===== src/rtl/trigger_ts_pkg.sv =====
// Shared defaults and helpers for the trigger timestamping path.
// Widths here are defaults only; instances override them through parameters.
package trigger_ts_pkg;

  localparam int unsigned TS_WIDTH_DEF       = 48;
  localparam int unsigned SEQ_WIDTH_DEF      = 16;
  localparam int unsigned FIFO_DEPTH_DEF     = 16;
  localparam int unsigned DROP_CNT_WIDTH_DEF = 16;
  localparam int unsigned ENTRY_WIDTH_DEF    = TS_WIDTH_DEF + SEQ_WIDTH_DEF;

  function automatic int unsigned clog2(input int unsigned value);
    int unsigned result;
    result = 0;
    while ((32'd1 << result) < value) result++;
    return result;
  endfunction

endpackage


===== src/rtl/sync_fifo_fwft.sv =====
// First-word-fall-through synchronous FIFO with async reset and sync flush.
// A push while full is accepted only when a pop frees a slot in the same cycle.
module sync_fifo_fwft
  import trigger_ts_pkg::*;
#(
  parameter int unsigned WIDTH = 8,
  parameter int unsigned DEPTH = 16
) (
  input  logic                 clk,
  input  logic                 rst,
  input  logic                 flush,
  input  logic                 push,
  input  logic [WIDTH-1:0]     din,
  output logic                 full,
  input  logic                 pop,
  output logic [WIDTH-1:0]     dout,
  output logic                 empty,
  output logic [clog2(DEPTH):0] level
);

  localparam int unsigned AW = clog2(DEPTH);

  logic [WIDTH-1:0] mem [DEPTH];
  logic [AW-1:0]    wr_ptr;
  logic [AW-1:0]    rd_ptr;
  logic [AW:0]      count;
  logic             do_push;
  logic             do_pop;

  assign empty   = (count == '0);
  assign full    = (count == (AW+1)'(DEPTH));
  assign do_pop  = pop & ~empty;
  assign do_push = push & (~full | do_pop);
  // Empty reads as zero so the data output is clean after reset or flush.
  assign dout    = empty ? '0 : mem[rd_ptr];
  assign level   = count;

  always_ff @(posedge clk or posedge rst) begin
    if (rst) begin
      wr_ptr <= '0;
      rd_ptr <= '0;
      count  <= '0;
    end else if (flush) begin
      wr_ptr <= '0;
      rd_ptr <= '0;
      count  <= '0;
    end else begin
      if (do_push) wr_ptr <= wr_ptr + AW'(1);
      if (do_pop)  rd_ptr <= rd_ptr + AW'(1);
      case ({do_push, do_pop})
        2'b10:   count <= count + (AW+1)'(1);
        2'b01:   count <= count - (AW+1)'(1);
        default: ;
      endcase
    end
  end

  always_ff @(posedge clk) begin
    if (do_push && !flush) mem[wr_ptr] <= din;
  end

endmodule


===== src/rtl/trigger_timestamper.sv =====
// Tags rising trigger edges with a cycle timestamp and sequence number and
// streams them out over AXI4-Stream, tracking overflow and dropped events.
module trigger_timestamper
  import trigger_ts_pkg::*;
#(
  parameter int unsigned TS_WIDTH       = TS_WIDTH_DEF,
  parameter int unsigned SEQ_WIDTH      = SEQ_WIDTH_DEF,
  parameter int unsigned FIFO_DEPTH     = FIFO_DEPTH_DEF,
  parameter int unsigned DROP_CNT_WIDTH = DROP_CNT_WIDTH_DEF
) (
  input  logic                        clk,
  input  logic                        reset,
  input  logic                        run,
  input  logic                        trigger,
  output logic [TS_WIDTH-1:0]         m_axis_tdata,
  output logic [SEQ_WIDTH-1:0]        m_axis_tuser,
  output logic                        m_axis_tvalid,
  input  logic                        m_axis_tready,
  output logic                        overflow,
  output logic [DROP_CNT_WIDTH-1:0]   drop_count,
  output logic [clog2(FIFO_DEPTH):0]  fifo_level
);

  localparam int unsigned ENTRY_W = TS_WIDTH + SEQ_WIDTH;

  logic [TS_WIDTH-1:0]  ts;
  logic [SEQ_WIDTH-1:0] seq;
  logic                 trig_d;
  logic                 run_d;
  logic                 run_rise;
  logic                 trig_event;
  logic                 pop_fire;
  logic                 drop;
  logic                 fifo_full;
  logic                 fifo_empty;
  logic [ENTRY_W-1:0]   fifo_din;
  logic [ENTRY_W-1:0]   fifo_dout;

  assign run_rise      = run & ~run_d;
  assign trig_event    = trigger & ~trig_d & run & ~run_rise;
  assign m_axis_tvalid = ~fifo_empty;
  assign pop_fire      = m_axis_tvalid & m_axis_tready;
  // A full FIFO still takes the event when the head leaves in the same cycle.
  assign drop          = trig_event & fifo_full & ~pop_fire;
  assign fifo_din      = {ts, seq};
  assign {m_axis_tdata, m_axis_tuser} = fifo_dout;

  sync_fifo_fwft #(
    .WIDTH (ENTRY_W),
    .DEPTH (FIFO_DEPTH)
  ) u_fifo (
    .clk   (clk),
    .rst   (reset),
    .flush (run_rise),
    .push  (trig_event),
    .din   (fifo_din),
    .full  (fifo_full),
    .pop   (pop_fire),
    .dout  (fifo_dout),
    .empty (fifo_empty),
    .level (fifo_level)
  );

  always_ff @(posedge clk or posedge reset) begin
    if (reset) begin
      ts         <= '0;
      seq        <= '0;
      trig_d     <= 1'b0;
      run_d      <= 1'b0;
      overflow   <= 1'b0;
      drop_count <= '0;
    end else begin
      trig_d <= trigger;
      run_d  <= run;
      if (run_rise) begin
        ts         <= '0;
        seq        <= '0;
        overflow   <= 1'b0;
        drop_count <= '0;
      end else begin
        if (run)        ts  <= ts + TS_WIDTH'(1);
        if (trig_event) seq <= seq + SEQ_WIDTH'(1);
        if (drop) begin
          overflow <= 1'b1;
          if (drop_count != '1) drop_count <= drop_count + DROP_CNT_WIDTH'(1);
        end
      end
    end
  end

endmodule


===== config.mk =====
export PLATFORM = sky130hd
export DESIGN_NAME = trigger_timestamper
export DESIGN_NICKNAME = d
export VERILOG_FILES = /design/src/rtl/trigger_ts_pkg.sv /design/src/rtl/sync_fifo_fwft.sv /design/src/rtl/trigger_timestamper.sv
export SDC_FILE = /design/constraint.sdc
export NUM_CORES = 1
export LEC_CHECK = 0
export BUFFER_PORTS_ARGS = -buffer_cell sky130_fd_sc_hd__buf_2
export CORE_MARGIN = 2
export CORE_UTILIZATION = 35
export CTS_CLUSTER_DIAMETER = 80
export DETAILED_ROUTE_END_ITERATION = 16
export GPL_ROUTABILITY_DRIVEN = 0
export PLACE_DENSITY = 0.55
export SLEW_MARGIN = 20
export SYNTH_ARGS = -nofsm -noshare
export SYNTH_HDL_FRONTEND = slang
export SYNTH_SLANG_ARGS = --single-unit

===== constraint.sdc =====
create_clock -name clk -period 5.2 [get_ports clk]
set_clock_uncertainty 0.2 [all_clocks]
set_input_delay 0.26 -clock clk [delete_from_list [all_inputs] [get_ports clk]]
set_output_delay 0.26 -clock clk [all_outputs]
set_load 0.02 [all_outputs]

# Word-level counts from Yosys, hierarchy flattened

Memories as Yosys holds them, arrays and structs flattened.
Cells that the tools add are included.

Bits in registers: 96
Bits in latches: 0
RAM bits: 1,024
Memory bits (read-only): 0
Input bits: 5
Logic and storage cells: 66
Memories kept: 1

Memory list:

| name       | words | width | rd ports | clocked after Yosys merged registers in | write ports | RTL line             | source |
|---|---|---|---|---|---|---|---|
| u_fifo.mem | 16    | 64    | 1        | 0                                       | 1           | sync_fifo_fwft.sv:23 | `logic [WIDTH-1:0] mem [DEPTH];` |

Add/subtract/negate cells: 7
$mul: 0
Div/mod/pow operators: 0
$lt $le $gt $ge: 0
Equality and inequality tests: 4
Shift operators: 0
Mux-type cells: 18
Bitwise logic cells: 16
Reductions and logical operators: 11

Operator list:

| operator                | count |
|---|---|
| $mux W48                | 2 |
| $mux W16                | 5 |
| $mux W64                | 1 |
| $add A48 B1 Y48 const B | 1 |
| $add A16 B1 Y16 const B | 2 |
| $mux W4                 | 4 |
| $ne A16 B16 Y1 const B  | 1 |
| $reduce_bool A2 Y1      | 6 |
| $pmux W5 S2             | 1 |
| $and A1 B1 Y1           | 9 |
| $add A4 B1 Y4 const B   | 2 |
| $not A1 Y1              | 6 |
| $add A5 B1 Y5 const B   | 1 |
| $eq A5 B5 Y1 const B    | 1 |
| $logic_not A5 Y1        | 1 |
| $mux W5                 | 1 |
| $sub A5 B1 Y5 const B   | 1 |
| $mux W1                 | 4 |
| $reduce_bool A3 Y1      | 1 |
| $eq A2 B1 Y1 const B    | 1 |
| $eq A2 B2 Y1 const B    | 1 |
| $reduce_and A2 Y1       | 1 |
| $logic_and A1 B1 Y1     | 1 |
| $logic_not A1 Y1        | 1 |
| $or A1 B1 Y1            | 1 |

# Logic depth before layout (Yosys ltp)

Depth in word-level cells: 9
Gate-level depth with buffers: 10
Mapped depth without buffers: 9

# By module

A second synthesis with hierarchy kept.

Cells, all modules: 2,278
Area, all modules: 44,650.3 um2

Modules (own cells, without submodules):

| module              | instances | cells each | area an instance (um2) | sequential area each (um2) |
|---|---|---|---|---|
| sync_fifo_fwft      | 1         | 1,828      | 40,423.8               | 31,074.8 |
| trigger_timestamper | 1         | 450        | 4,226.6                | 2,077.0 |

# Least setup slack after synthesis

Ideal clock, no wire load.

Path type: flip-flop to flip-flop
Start point: register u_fifo.count[1], in the netlist u_fifo.level[1]
End point: memory u_fifo.mem[0][0] in the netlist's numbering, enable pin
Library setup time: 429 ps
Arrival time: 3,039 ps
Path slack: 1,532 ps
Stages on the path, launching flop included: 7
Buffers on the path: 1
Clock period less this slack: 3,668 ps
Cell sequence: dfrtp_1 -> buf_2 -> nor4_4 -> a21oi_1 -> nor2b_1 -> nor2b_1 -> and2_1

Word-level cells in the longest chain between the ends: 9
Elaborated cells on any way between the ends: 11
Classes of those cells: eq/ne: 1; mux: 2; bitwise: 6; reduce/logical: 2

Ends and longest elaborated chain:

| what                            | RTL line                                        | source |
|---|---|---|
| start, declared                 | sync_fifo_fwft.sv:26                            | `logic [AW:0] count;` |
| start signal, assigned          | sync_fifo_fwft.sv:51                            | `2'b10: count <= count + (AW+1)'(1);` |
| start signal, assigned          | sync_fifo_fwft.sv:52                            | `2'b01: count <= count - (AW+1)'(1);` |
| $logic_not A5 Y1                | sync_fifo_fwft.sv:30                            | `assign empty = (count == '0);` |
| $not A1 Y1                      | sync_fifo_fwft.sv:32, trigger_timestamper.sv:41 |  |
| $and A1 B1 Y1                   | trigger_timestamper.sv:42                       | `assign pop_fire = m_axis_tvalid & m_axis_tready;` |
| $and A1 B1 Y1                   | sync_fifo_fwft.sv:32                            | `assign do_pop = pop & ~empty;` |
| $or A1 B1 Y1 *                  | sync_fifo_fwft.sv:33                            | `assign do_push = push & (~full \| do_pop);` |
| $and A1 B1 Y1 *                 | sync_fifo_fwft.sv:33                            |  |
| $logic_and A1 B1 Y1 *           | sync_fifo_fwft.sv:59                            | `if (do_push && !flush) mem[wr_ptr] <= din;` |
| $mux W1 *                       | sync_fifo_fwft.sv:59                            |  |
| $mux W1 (not written as such) * | sync_fifo_fwft.sv:59                            |  |
| end, declared                   | sync_fifo_fwft.sv:23                            |  |

Mark *: on every way between the ends. The rest lies on a longest branch, timed or not.

# Final worst setup path

Start point: register u_fifo.rd_ptr[0]
End point: output m_axis_tuser[5]

Word-level cells in the longest chain between the ends: 2

Ends and longest elaborated chain:

| what                   | RTL line                  | source |
|---|---|---|
| start, declared        | sync_fifo_fwft.sv:25      | `logic [AW-1:0] rd_ptr;` |
| start signal, assigned | sync_fifo_fwft.sv:49      | `if (do_pop) rd_ptr <= rd_ptr + AW'(1);` |
| $mem_v2 Z16 W64        | n/a                       |  |
| $mux W64               | sync_fifo_fwft.sv:35      | `assign dout = empty ? '0 : mem[rd_ptr];` |
| end, declared          | trigger_timestamper.sv:16 | `output logic [SEQ_WIDTH-1:0] m_axis_tuser,` |

No other way between the ends.

==> flow_summary.toml <==
[power]
power_leakage_uw = 0.0170
peakVddDrop_mv = 0.302
fin_total_pwr_uw = 22200
power_density_nw_per_um2 = 440

[layout]
fillers = 10700
syn_to_final_growth_pct = 14.7
drive_gt1_share_pct = 28.6
postLayoutCoreUtil_pct = 40.6
final_common_cell = "edfxtp_1"
layout_common_cells = "edfxtp_1, mux4_2, clkbuf_16"
final_net_count = 2210

[global_route]
grt_pass1_vias = 21500
grt_usage_pct = 16.0
grt_overflow = 0
grt_pass1_wl_mm = 150
antenna_found_initial = 1
grt_start_max_net_pins = 67

[yosys]
syn_nets = 2058
yosys_most_used_dff = "edfxtp_1"
synth_cells = 2043
synth_edf_count = 1024
syn_avg_cell_area_sq_um = 21.5
ys_seq_area_share_pct = 75.5
synth_seq_cells = 1120
yosys_warnings = 0
syn_area_sq_um = 43900
async_flop_share_pct = 8.57
synth.distinct_cells = 57

[floorplanning]
initial_utilization_pct = 35.4
fp.dieW_um = 358
die_h_um = 358
fp-row-count = 129
core_area_sq_um = 124000
die_area_sq_um = 128000
ioPinCount = 92

[route]
drtIter0Drc = 1914
antenna_left = 0
dr.pass1.iters = 7
highest_layer = "met4"
vias = 20900
drc = 0
vias_per_cell = 5.32
wl_met2_mm = 49.4
wl_met3_mm = 6.08
drt_wl_total_mm = 103
wl_per_cell_um = 26.1
wl_met1_mm = 45.0

[critical_path]
cp_common_cell = "mux4_2"
cp-start-kind = "register"
cpLargestDelayFamily = "multiplexers"
critical_path_class = "reg2out"
max_stage_delay_ps = 960
crit_chain = "buf_4 -> mux4_2 -> mux4_2 -> and2_1 -> buf_2"
arrival_ps = 3580
required_ps = 4740
crit_path_end_kind = "primary output"
crit_path_max_fanout = 32
cp_num_buf_inv = 2
slowest_stage = "dfrtp_4"

[placed_design]
dp_slack_ps = 1670
numPortBuffers = 91
dpl.hpwl_mm = 54.0

[clocking]
insertion_delay_ps = 680
clk_path_buf_depth = 3
cts_hold_buf = 4
cts_root_buf = "clkbuf_16"
clock_sinks = 1120
cts_resized = 0
post-cts-setup-buffer-count = 0
cts_tree = "built"
clk_pin_slew_ps = 60
cts_buffers = 114
htreeDepth = 3

[timing]
drv_slew = 0
worst_slew_pin_slew_ps = 1110
post-route-period-util_pct = 77.6
finalSetupViolations = 0
finalSetupTns_ps = 0
fmax_ghz = 0.248
slew_headroom_pct = 26.1
min_period_ps = 4040
rsz0062_at_grt = "no"
holdWs_ps = 102
fin_ws_ps = 1160
hold_viol_final = 0

[outcome]
outcome = "completed"

[worst_hold_path]
hold_path.class = "in2async"

[flow_run]
maxCapViolations = 0
[kinds of logic after synthesis]
| group | after synthesis | share of synthesized area, % |
|---|---|---|
| compound gates | 101 | 1.38 |
| flops | 1120 | 75.5 |
| xor+xnor | 39 | 0.778 |
| buf+inv | 119 | 1.16 |
| simple gates | 327 | 4.33 |
| mux | 327 | 16.6 |
| fa+ha+maj | 10 | 0.285 |
[worst register-to-register path, delay by kind of cell (launching register included)]
kind            cells  cell delay, ps
buf+inv             2             580
simple gates        4            1650
compound gates      1             200
flops               1             560
[path summary, 6_finish.rpt]
| kind | to | startpoint | cells after the start | slack [ps] |
|---|---|---|---|---|
| worst max-delay path | m_axis_tuser[5] | u_fifo.rd_ptr[0]$_DFFE_PP0P_ | 5 | 1160 |
| worst max register to register | u_fifo.mem[3][37]$_DFFE_PP_ | run_d$_DFF_PP0_ | 7 | 1630 |
| worst min-delay path | drop_count[0]$_DFFE_PP0P_ | reset | 3 | 100 |
| worst min register to register | drop_count[14]$_DFFE_PP0P_ | drop_count[14]$_DFFE_PP0P_ | 2 | 390 |
| max in group asynchronous | u_fifo.rd_ptr[0]$_DFFE_PP0P_ | reset | 4 | 3540 |
| min in group clk | trig_d$_DFF_PP0_ | trigger | 2 | 180 |
[cell type report]
cell class	count	area, sq um	share of cell area, %
clock buffer	168	3230	6.41
clock inverter	45	402	0.798
multi-input combinational	804	10300	20.5
antenna	1	2.50	0.00497
inverter	15	58.8	0.117
timing repair buffer	140	1130	2.24
sequential	1120	33200	65.9
tap	1637	2050	4.07
[cell usage after synthesis (5+ instances only)]
cell	n	area share [%]
a21oi_1	39	0.44
and2_1	80	1.1
and3_1	14	0.20
and4_1	9	0.18
buf_1	10	0.085
buf_2	33	0.38
clkbuf_1	57	0.49
dfrtp_1	96	5.5
edfxtp_1	1024	70
ha_1	10	0.28
inv_1	15	0.13
mux2i_1	5	0.11
mux4_2	320	16
nand2_1	49	0.42
nand3_1	30	0.34
nand4_1	15	0.21
nor2_1	49	0.42
nor2b_1	8	0.11
nor3_1	6	0.068
nor4_1	6	0.085
o21ai_0	29	0.33
o31ai_1	18	0.31
or3_1	22	0.31
or4_1	18	0.31
xnor2_1	21	0.42
xor2_1	18	0.36
[flip-flops by register name, indices dropped and copies added, names as in the netlist, 4 cells and up]
register / cells
ts: 48
u_fifo.wr_ptr: 4
u_fifo.rd_ptr: 4
u_fifo.level: 5
drop_count: 16
u_fifo.mem: 1024
seq: 16
[per-stage QoR]
step,instance area (sq um),std cells
5_1_grt,50300,3929
6_report,50400,3930
3_3_place_gp,46600,3708
3_5_place_dp,46700,3712
4_1_cts,50300,3929
2_1_floorplan,43900,2043
[report_power, final]
part / leakage, uW / switching, uW / internal [uW]
Clock: 0.00178 / 3280 / 4620
Combinational: 0.00352 / 2250 / 1910
Sequential: 0.0117 / 338 / 9780
Total: 0.0170 / 5870 / 16300
[routing by layer]
metal	vias up	global-route usage (%)
li1	8819	-
met1	11300	22.5
met2	643	25.7
met3	145	3.30
met4	0	3.78
met5	-	0
No activity file was read; power rests on OpenSTA's default activity.
